<file path="config.mk">
export PLATFORM = sky130hd
export DESIGN_NAME = ucie_ctl_rx_fsm_mc_flat
export DESIGN_NICKNAME = d
export VERILOG_FILES = /design/src/rtl/ucie_ctl_rx_fsm_mc_pkg.sv /design/src/rtl/ucie_ctl_rx_fsm_mc_if.sv /design/src/rtl/ucie_ctl_rx_fsm_mc_ch_fsm.sv /design/src/rtl/ucie_ctl_rx_fsm_mc.sv /design/src/flat_wrapper.sv
export SDC_FILE = /design/constraint.sdc
export NUM_CORES = 1
export LEC_CHECK = 0
export ABC_AREA = 1
export BUFFER_PORTS_ARGS = -buffer_cell sky130_fd_sc_hd__buf_2
export CORE_UTILIZATION = 49
export DETAILED_ROUTE_END_ITERATION = 12
export GPL_TIMING_DRIVEN = 0
export PLACE_DENSITY_LB_ADDON = 0.15
export SYNTH_ARGS = -nofsm -noshare
export SYNTH_HDL_FRONTEND = slang
export SYNTH_SLANG_ARGS = --single-unit
</file>
<file path="constraint.sdc">
create_clock -name i_clk -period 1.2 [get_ports i_clk]
set_input_delay 0.06 -clock i_clk [delete_from_list [all_inputs] [get_ports i_clk]]
set_output_delay 0.06 -clock i_clk [all_outputs]
set_load 0.02 [all_outputs]
</file>
<file path="src/rtl/ucie_ctl_rx_fsm_mc_pkg.sv">
// Shared definitions for the multi-channel UCIe RX control FSM:
// one-hot channel state encoding and default sizing constants.
package ucie_ctl_rx_pkg;

    typedef enum logic [3:0] {
        ST_IDLE   = 4'b0001,
        ST_ACTIVE = 4'b0010,
        ST_OVF    = 4'b0100,
        ST_REC    = 4'b1000
    } rx_state_e;

    localparam int RECOVER_CYCLES_DEF = 8;
    localparam int CNT_W_DEF          = 8;

endpackage

</file>
<file path="src/rtl/ucie_ctl_rx_fsm_mc_if.sv">
// Control bus between link-state logic and the RX FSM block.
// master: drives requests/clears; slave: drives per-channel status.
interface ucie_ctl_rx_fsm_mc_if #(
    parameter int N_CH  = 4,
    parameter int CNT_W = 8
);
    logic [N_CH-1:0]       i_state_request;
    logic [N_CH-1:0]       i_overflow_detected;
    logic [N_CH-1:0]       i_ovf_clear;
    logic [N_CH-1:0]       i_cnt_clear;
    logic [N_CH-1:0]       o_buffer_enable;
    logic [N_CH-1:0]       o_overflow_detected;
    logic [N_CH-1:0]       o_recovering;
    logic                  o_overflow_any;
    logic [N_CH*CNT_W-1:0] o_overflow_count;

    modport master (
        output i_state_request, i_overflow_detected,
        output i_ovf_clear, i_cnt_clear,
        input  o_buffer_enable, o_overflow_detected,
        input  o_recovering, o_overflow_any, o_overflow_count
    );

    modport slave (
        input  i_state_request, i_overflow_detected,
        input  i_ovf_clear, i_cnt_clear,
        output o_buffer_enable, o_overflow_detected,
        output o_recovering, o_overflow_any, o_overflow_count
    );
endinterface

</file>
<file path="src/rtl/ucie_ctl_rx_fsm_mc_ch_fsm.sv">
// Single-channel RX FSM: state register, RECOVER down-counter and
// saturating overflow counter. Ports: clk/rst, req/ovf/clear inputs,
// Moore status outputs and the channel's overflow count.
module ucie_ctl_rx_ch_fsm
    import ucie_ctl_rx_pkg::*;
#(
    parameter int STICKY_OVF     = 0,
    parameter int RECOVER_CYCLES = RECOVER_CYCLES_DEF,
    parameter int CNT_W          = CNT_W_DEF
) (
    input  logic             i_clk,
    input  logic             i_rst,
    input  logic             i_req,
    input  logic             i_ovf,
    input  logic             i_ovf_clear,
    input  logic             i_cnt_clear,
    output logic             o_buffer_enable,
    output logic             o_overflow_detected,
    output logic             o_recovering,
    output logic [CNT_W-1:0] o_overflow_count
);
    localparam int RW = (RECOVER_CYCLES > 1) ? $clog2(RECOVER_CYCLES) : 1;

    rx_state_e        state_q;
    rx_state_e        state_d;
    logic [RW-1:0]    rcnt_q;
    logic [CNT_W-1:0] cnt_q;
    logic             inc;

    always_comb begin
        state_d             = ST_IDLE;
        inc                 = 1'b0;
        o_buffer_enable     = 1'b0;
        o_overflow_detected = 1'b0;
        o_recovering        = 1'b0;
        case (state_q)
            ST_IDLE: begin
                state_d = i_req ? ST_ACTIVE : ST_IDLE;
            end
            ST_ACTIVE: begin
                o_buffer_enable = 1'b1;
                // Dropping the request wins over a same-cycle overflow.
                if (!i_req) begin
                    state_d = ST_IDLE;
                end else if (i_ovf) begin
                    state_d = ST_OVF;
                    inc     = 1'b1;
                end else begin
                    state_d = ST_ACTIVE;
                end
            end
            ST_OVF: begin
                o_overflow_detected = 1'b1;
                if ((STICKY_OVF == 0) || i_ovf_clear) begin
                    state_d = ST_REC;
                end else begin
                    state_d = ST_OVF;
                end
            end
            ST_REC: begin
                o_recovering = 1'b1;
                state_d      = (rcnt_q == '0) ? ST_IDLE : ST_REC;
            end
            default: begin
                state_d = ST_IDLE;
            end
        endcase
    end

    always_ff @(posedge i_clk) begin
        if (i_rst) begin
            state_q <= ST_IDLE;
        end else begin
            state_q <= state_d;
        end
    end

    // RECOVER is only entered from OVERFLOW, so preloading there
    // gives RECOVER_CYCLES cycles of recovery.
    always_ff @(posedge i_clk) begin
        if (i_rst) begin
            rcnt_q <= '0;
        end else if (state_q == ST_OVF) begin
            rcnt_q <= RW'(RECOVER_CYCLES - 1);
        end else if ((state_q == ST_REC) && (rcnt_q != '0)) begin
            rcnt_q <= rcnt_q - 1'b1;
        end
    end

    always_ff @(posedge i_clk) begin
        if (i_rst) begin
            cnt_q <= '0;
        end else if (i_cnt_clear) begin
            cnt_q <= inc ? CNT_W'(1) : '0;
        end else if (inc && !(&cnt_q)) begin
            cnt_q <= cnt_q + CNT_W'(1);
        end
    end

    assign o_overflow_count = cnt_q;

endmodule

</file>
<file path="src/rtl/ucie_ctl_rx_fsm_mc.sv">
// Multi-channel UCIe RX control FSM top: N_CH independent channel FSMs.
// Ports: i_clk, i_rst, and the control bus (slave side) with status.
module ucie_ctl_rx_fsm_mc
    import ucie_ctl_rx_pkg::*;
#(
    parameter int N_CH           = 4,
    parameter int STICKY_OVF     = 0,
    parameter int RECOVER_CYCLES = RECOVER_CYCLES_DEF,
    parameter int CNT_W          = CNT_W_DEF
) (
    input  logic                  i_clk,
    input  logic                  i_rst,
    ucie_ctl_rx_fsm_mc_if.slave   bus
);
    logic [N_CH-1:0]       en;
    logic [N_CH-1:0]       ovf;
    logic [N_CH-1:0]       rec;
    logic [N_CH*CNT_W-1:0] cnt;

    for (genvar k = 0; k < N_CH; k++) begin : g_ch
        ucie_ctl_rx_ch_fsm #(
            .STICKY_OVF     (STICKY_OVF),
            .RECOVER_CYCLES (RECOVER_CYCLES),
            .CNT_W          (CNT_W)
        ) u_ch (
            .i_clk               (i_clk),
            .i_rst               (i_rst),
            .i_req               (bus.i_state_request[k]),
            .i_ovf               (bus.i_overflow_detected[k]),
            .i_ovf_clear         (bus.i_ovf_clear[k]),
            .i_cnt_clear         (bus.i_cnt_clear[k]),
            .o_buffer_enable     (en[k]),
            .o_overflow_detected (ovf[k]),
            .o_recovering        (rec[k]),
            .o_overflow_count    (cnt[k*CNT_W +: CNT_W])
        );
    end

    assign bus.o_buffer_enable     = en;
    assign bus.o_overflow_detected = ovf;
    assign bus.o_recovering        = rec;
    assign bus.o_overflow_count    = cnt;
    assign bus.o_overflow_any      = |ovf;

endmodule

</file>
<file path="src/flat_wrapper.sv">
// flat-port wrapper written by rule: the top's interface ports become plain ports
module ucie_ctl_rx_fsm_mc_flat import ucie_ctl_rx_pkg::*;
#(
    parameter int N_CH           = 4,
    parameter int STICKY_OVF     = 0,
    parameter int RECOVER_CYCLES = RECOVER_CYCLES_DEF,
    parameter int CNT_W          = CNT_W_DEF
)
  (i_clk, i_rst, bus_i_state_request, bus_i_overflow_detected, bus_i_ovf_clear, bus_i_cnt_clear, bus_o_buffer_enable, bus_o_overflow_detected, bus_o_recovering, bus_o_overflow_any, bus_o_overflow_count);
  ucie_ctl_rx_fsm_mc_if #(.N_CH(N_CH), .CNT_W(CNT_W)) bus_i ();
  input  logic i_clk;
  input  logic i_rst;
  input wire logic [$bits(bus_i.i_state_request)-1:0] bus_i_state_request;
  input wire logic [$bits(bus_i.i_overflow_detected)-1:0] bus_i_overflow_detected;
  input wire logic [$bits(bus_i.i_ovf_clear)-1:0] bus_i_ovf_clear;
  input wire logic [$bits(bus_i.i_cnt_clear)-1:0] bus_i_cnt_clear;
  output wire logic [$bits(bus_i.o_buffer_enable)-1:0] bus_o_buffer_enable;
  output wire logic [$bits(bus_i.o_overflow_detected)-1:0] bus_o_overflow_detected;
  output wire logic [$bits(bus_i.o_recovering)-1:0] bus_o_recovering;
  output wire logic [$bits(bus_i.o_overflow_any)-1:0] bus_o_overflow_any;
  output wire logic [$bits(bus_i.o_overflow_count)-1:0] bus_o_overflow_count;
  assign bus_i.i_state_request = bus_i_state_request;
  assign bus_i.i_overflow_detected = bus_i_overflow_detected;
  assign bus_i.i_ovf_clear = bus_i_ovf_clear;
  assign bus_i.i_cnt_clear = bus_i_cnt_clear;
  assign bus_o_buffer_enable = bus_i.o_buffer_enable;
  assign bus_o_overflow_detected = bus_i.o_overflow_detected;
  assign bus_o_recovering = bus_i.o_recovering;
  assign bus_o_overflow_any = bus_i.o_overflow_any;
  assign bus_o_overflow_count = bus_i.o_overflow_count;
  ucie_ctl_rx_fsm_mc #(.N_CH(N_CH), .STICKY_OVF(STICKY_OVF), .RECOVER_CYCLES(RECOVER_CYCLES), .CNT_W(CNT_W)) u_core (.i_clk(i_clk), .i_rst(i_rst), .bus(bus_i));
endmodule
</file>
==> results.py <==
metrics = {
    "timing": {
        "fin_crit_sh_pct": 110,
        "max-slew-margin-rel_pct": 66.0,
        "setup_viol_count_final": 33,
        "min_period_ns": 1.32,
        "max_freq_mhz": 757,
        "worst_pin_slew_ns": 0.510,
        "slew_viol_final": 0,
        "hold_viol": 0,
        "finalWorstSetupSlack_ns": -0.122,
        "final.setup_skew_ns": 0.0152,
        "rsz0062_at_grt": "yes",
    },
    "setup_path": {
        "r2r_end": "u_core.g_ch[1].u_ch.o_overflow_count[3]",
        "cp-start-kind": "flip-flop",
        "required_ns": 1.47,
        "rr_startpoint": "u_core.g_ch[1].u_ch.state_q[1]",
        "crit_path_max_fanout": 5,
        "ff2ff_path_depth": 9,
        "worstPathArrival_ns": 1.59,
        "ff2ff_setup_slack_ns": -0.12,
        "end_kind": "flip-flop",
        "critPathKind": "flip-flop to flip-flop",
    },
    "pwr": {
        "pwr-share-comb_pct": 12.6,
        "netSwitchingFraction_pct": 27.5,
        "leakage_nw": 2.30,
        "total_power_w": 0.00427,
        "p_per_area_nw_per_um2": 829,
        "pwr-share-seq_pct": 49.0,
        "p_int_w": 0.00310,
        "clkPwrFrac_pct": 38.5,
        "peakVddDrop_uv": 455,
        "switchingPower_w": 0.00117,
    },
    "floorplan": {
        "rows": 30,
        "ioPinCount": 63,
        "core-area_um2": 6790,
        "die_h_um": 85.8,
        "initial_core_util_pct": 50.6,
        "dieArea_um2": 7350,
        "fp.dieW_um": 85.8,
    },
    "finish": {
        "antenna_cells": 0,
        "fill_cells": 496,
        "finalInstanceArea_um2": 5150,
        "synthToLayoutAreaGrowth_pct": 49.9,
        "nNetsFinal": 654,
        "fin_cells": 725,
        "final_layout_size_suffix_gt1_share_pct": 50.1,
    },
    "synth": {
        "synthArstFlopShare_pct": 0,
        "synth-seq-area-share_pct": 34.9,
        "postSynthAreaPerCell_um2": 6.70,
        "yosysMostFrequentCell": "nand2_1",
        "synth_common_cells": "nand2_1 (109), inv_1 (95), dfxtp_1 (60)",
        "syn-instance-count": 513,
        "yosysUniqueCellTypes": 25,
        "synth_area_leaders": "dfxtp_1 (35%), nand2_1 (12%), inv_1 (10%)",
        "synth-edff-count": 0,
        "synth-main-ff-cell": "dfxtp_1",
        "yosysWarnings": 0,
        "synth_fp_nets": 543,
        "synth_top_cell_area_share_pct": 34.9,
        "synth_area_leader_cell": "dfxtp_1",
        "synthesis.area_um2": 3440,
        "ys_ff_latch": 60,
    },
    "cts": {
        "cts_tree": "done",
        "insertion_delay_ns": 0.34,
        "root_buffer": "clkbuf_8",
        "clock-sinks": 60,
        "clock_path_buffers": 2,
        "cts.htree.levels": 3,
        "numCtsBuffers": 9,
        "clk_pin_slew_ns": 0.07,
    },
    "min_path": {
        "holdPathEnd": "u_core.g_ch[0].u_ch.o_overflow_count[0]",
        "hold_start": "bus_i_cnt_clear[0]",
        "hold_path_depth": 5,
        "hold_class": "input port to flip-flop",
    },
    "routing": {
        "wl_per_cell_um": 12.5,
        "routed_via_density": 4.97,
        "dr.pass1.iters": 7,
        "wl_um": 9030,
        "ant_nets": 0,
        "drt_first_iter_violations": 140,
        "post-route-drc-count": 0,
        "vias": 3606,
    },
    "status": {
        "violations": "setup timing",
        "status": "complete, but fails checks",
    },
    "placed_design": {
        "io_buffers": 57,
        "hpwl_um": 5540,
        "gp_congestion": 0.875,
        "dp.cells": 666,
        "place_area_um2": 3950,
    },
    "global_route": {
        "grt_max_degree": 11,
        "antenna_found_initial": 0,
        "grt_pass1_vias": 3092,
        "grt_pass1_wl_um": 13200,
        "grt-ovfl-total": 0,
        "grt.total_usage_pct": 22.4,
    },
    "run": {
        "drv_cap": 0,
    },
}
-- flip-flops by register name, summed over array words and instances, names as in the netlist --
register                           count
u_core.g_ch.u_ch.o_overflow_count     32
u_core.g_ch.u_ch.rcnt_q               12
u_core.g_ch.u_ch.state_q              16
-- worst max-delay path, cell delays in order, from the launching register on --
cell     delay [ns]
dfxtp_4        0.36
buf_6          0.10
inv_4          0.03
nor2_4         0.10
nand2_4        0.08
nor2_4         0.16
nand2_4        0.10
nand2_4        0.12
nand2_2        0.05
a21oi_1        0.13
-- how the worst max path moves through the flow --
stage,slack (ns),end,start,cells past startpoint
2_1_floorplan,-0.005,u_core.g_ch[3].u_ch.o_overflow_count[6],u_core.g_ch[3].u_ch.o_overflow_count[0],10
3_3_place_gp,-0.06,u_core.g_ch[1].u_ch.o_overflow_count[1],u_core.g_ch[1].u_ch.o_overflow_count[0],8
3_5_place_dp,-0.07,u_core.g_ch[1].u_ch.o_overflow_count[1],u_core.g_ch[1].u_ch.o_overflow_count[0],8
4_1_cts,-0.09,bus_o_overflow_detected[1],u_core.g_ch[1].u_ch.state_q[0],5
5_1_grt,-0.18,u_core.g_ch[3].u_ch.o_overflow_count[6],u_core.g_ch[3].u_ch.o_overflow_count[1],10
6_report,-0.12,u_core.g_ch[1].u_ch.o_overflow_count[3],u_core.g_ch[1].u_ch.state_q[1],9
-- stage by stage --
stage          util, %  setup WS [ns]  hold WS (ns)  setup TNS (ns)
2_1_floorplan        -       -0.00519         0.148        -0.00519
3_3_place_gp      58.2        -0.0598         0.248          -0.635
5_1_grt           75.8         -0.179        0.0534           -4.41
3_5_place_dp      58.2        -0.0653         0.259           -1.16
4_1_cts           67.9        -0.0933        0.0359           -1.29
6_report          75.8         -0.122        0.0359           -1.52
-- cells by family (layout without fill, tap and decap cells) --
family,count (synthesis),after routing,synth area share [%]
AOI/OAI and AO/OA,81,81,12.4
xor gates and xnor gates,4,4,1.02
adders and majority gates,12,12,4.37
buffers and inverters,113,228,13.7
DFF,60,60,34.9
and+or+nand+nor,243,244,33.6
-- timing repair --
action,in CTS,in global routing
endpoints found under the setup margin,49,66
gates cloned,0,1
gates resized for setup,98,144
setup buffers,21,24
endpoints found under the hold margin,4,0
hold buffers,8,0
pin swaps,29,65
-- placed cells by master, fill, tap and decap left out, types with 23 or more instances in the layout --
master,count
buf_4,40
nand2_1,75
nor2_1,33
dfxtp_1,24
inv_1,63
inv_2,23
nand3_1,30
buf_2,46
nand2_2,28
dfxtp_2,25
-- power by group through the flow --
stage                     Combinational [W]  Sequential (W)  Clock, W
after global placement             0.000361         0.00210         0
after global routing               0.000588         0.00210   0.00179
final                              0.000536         0.00209   0.00164
after floorplan                    0.000250         0.00212         0
after detailed placement           0.000371         0.00210         0
after CTS                          0.000442         0.00209   0.00169
-- cell type report --
cell class	instances	area (um2)	area share (%)
tap	96	120	2.33
timing repair buffer	108	785	15.2
buffer	7	47.5	0.923
multi-input combinational	341	2360	45.8
clock buffer	14	163	3.16
sequential	60	1270	24.7
clock inverter	2	10.0	0.194
inverter	97	392	7.60
-- routing by layer --
layer / share of wire (%) / routed length [um] / global-route usage [%] / vias up
met5: 0 / 0 / 0 / -
met3: 3.7 / 337 / 5.87 / 18
met1: 43 / 3890 / 27.8 / 1670
met2: 51 / 4640 / 38.1 / 78
met4: 1.8 / 159 / 7.12 / 0
li1: - / - / - / 1840
Power figures use the tool's default switching activity.
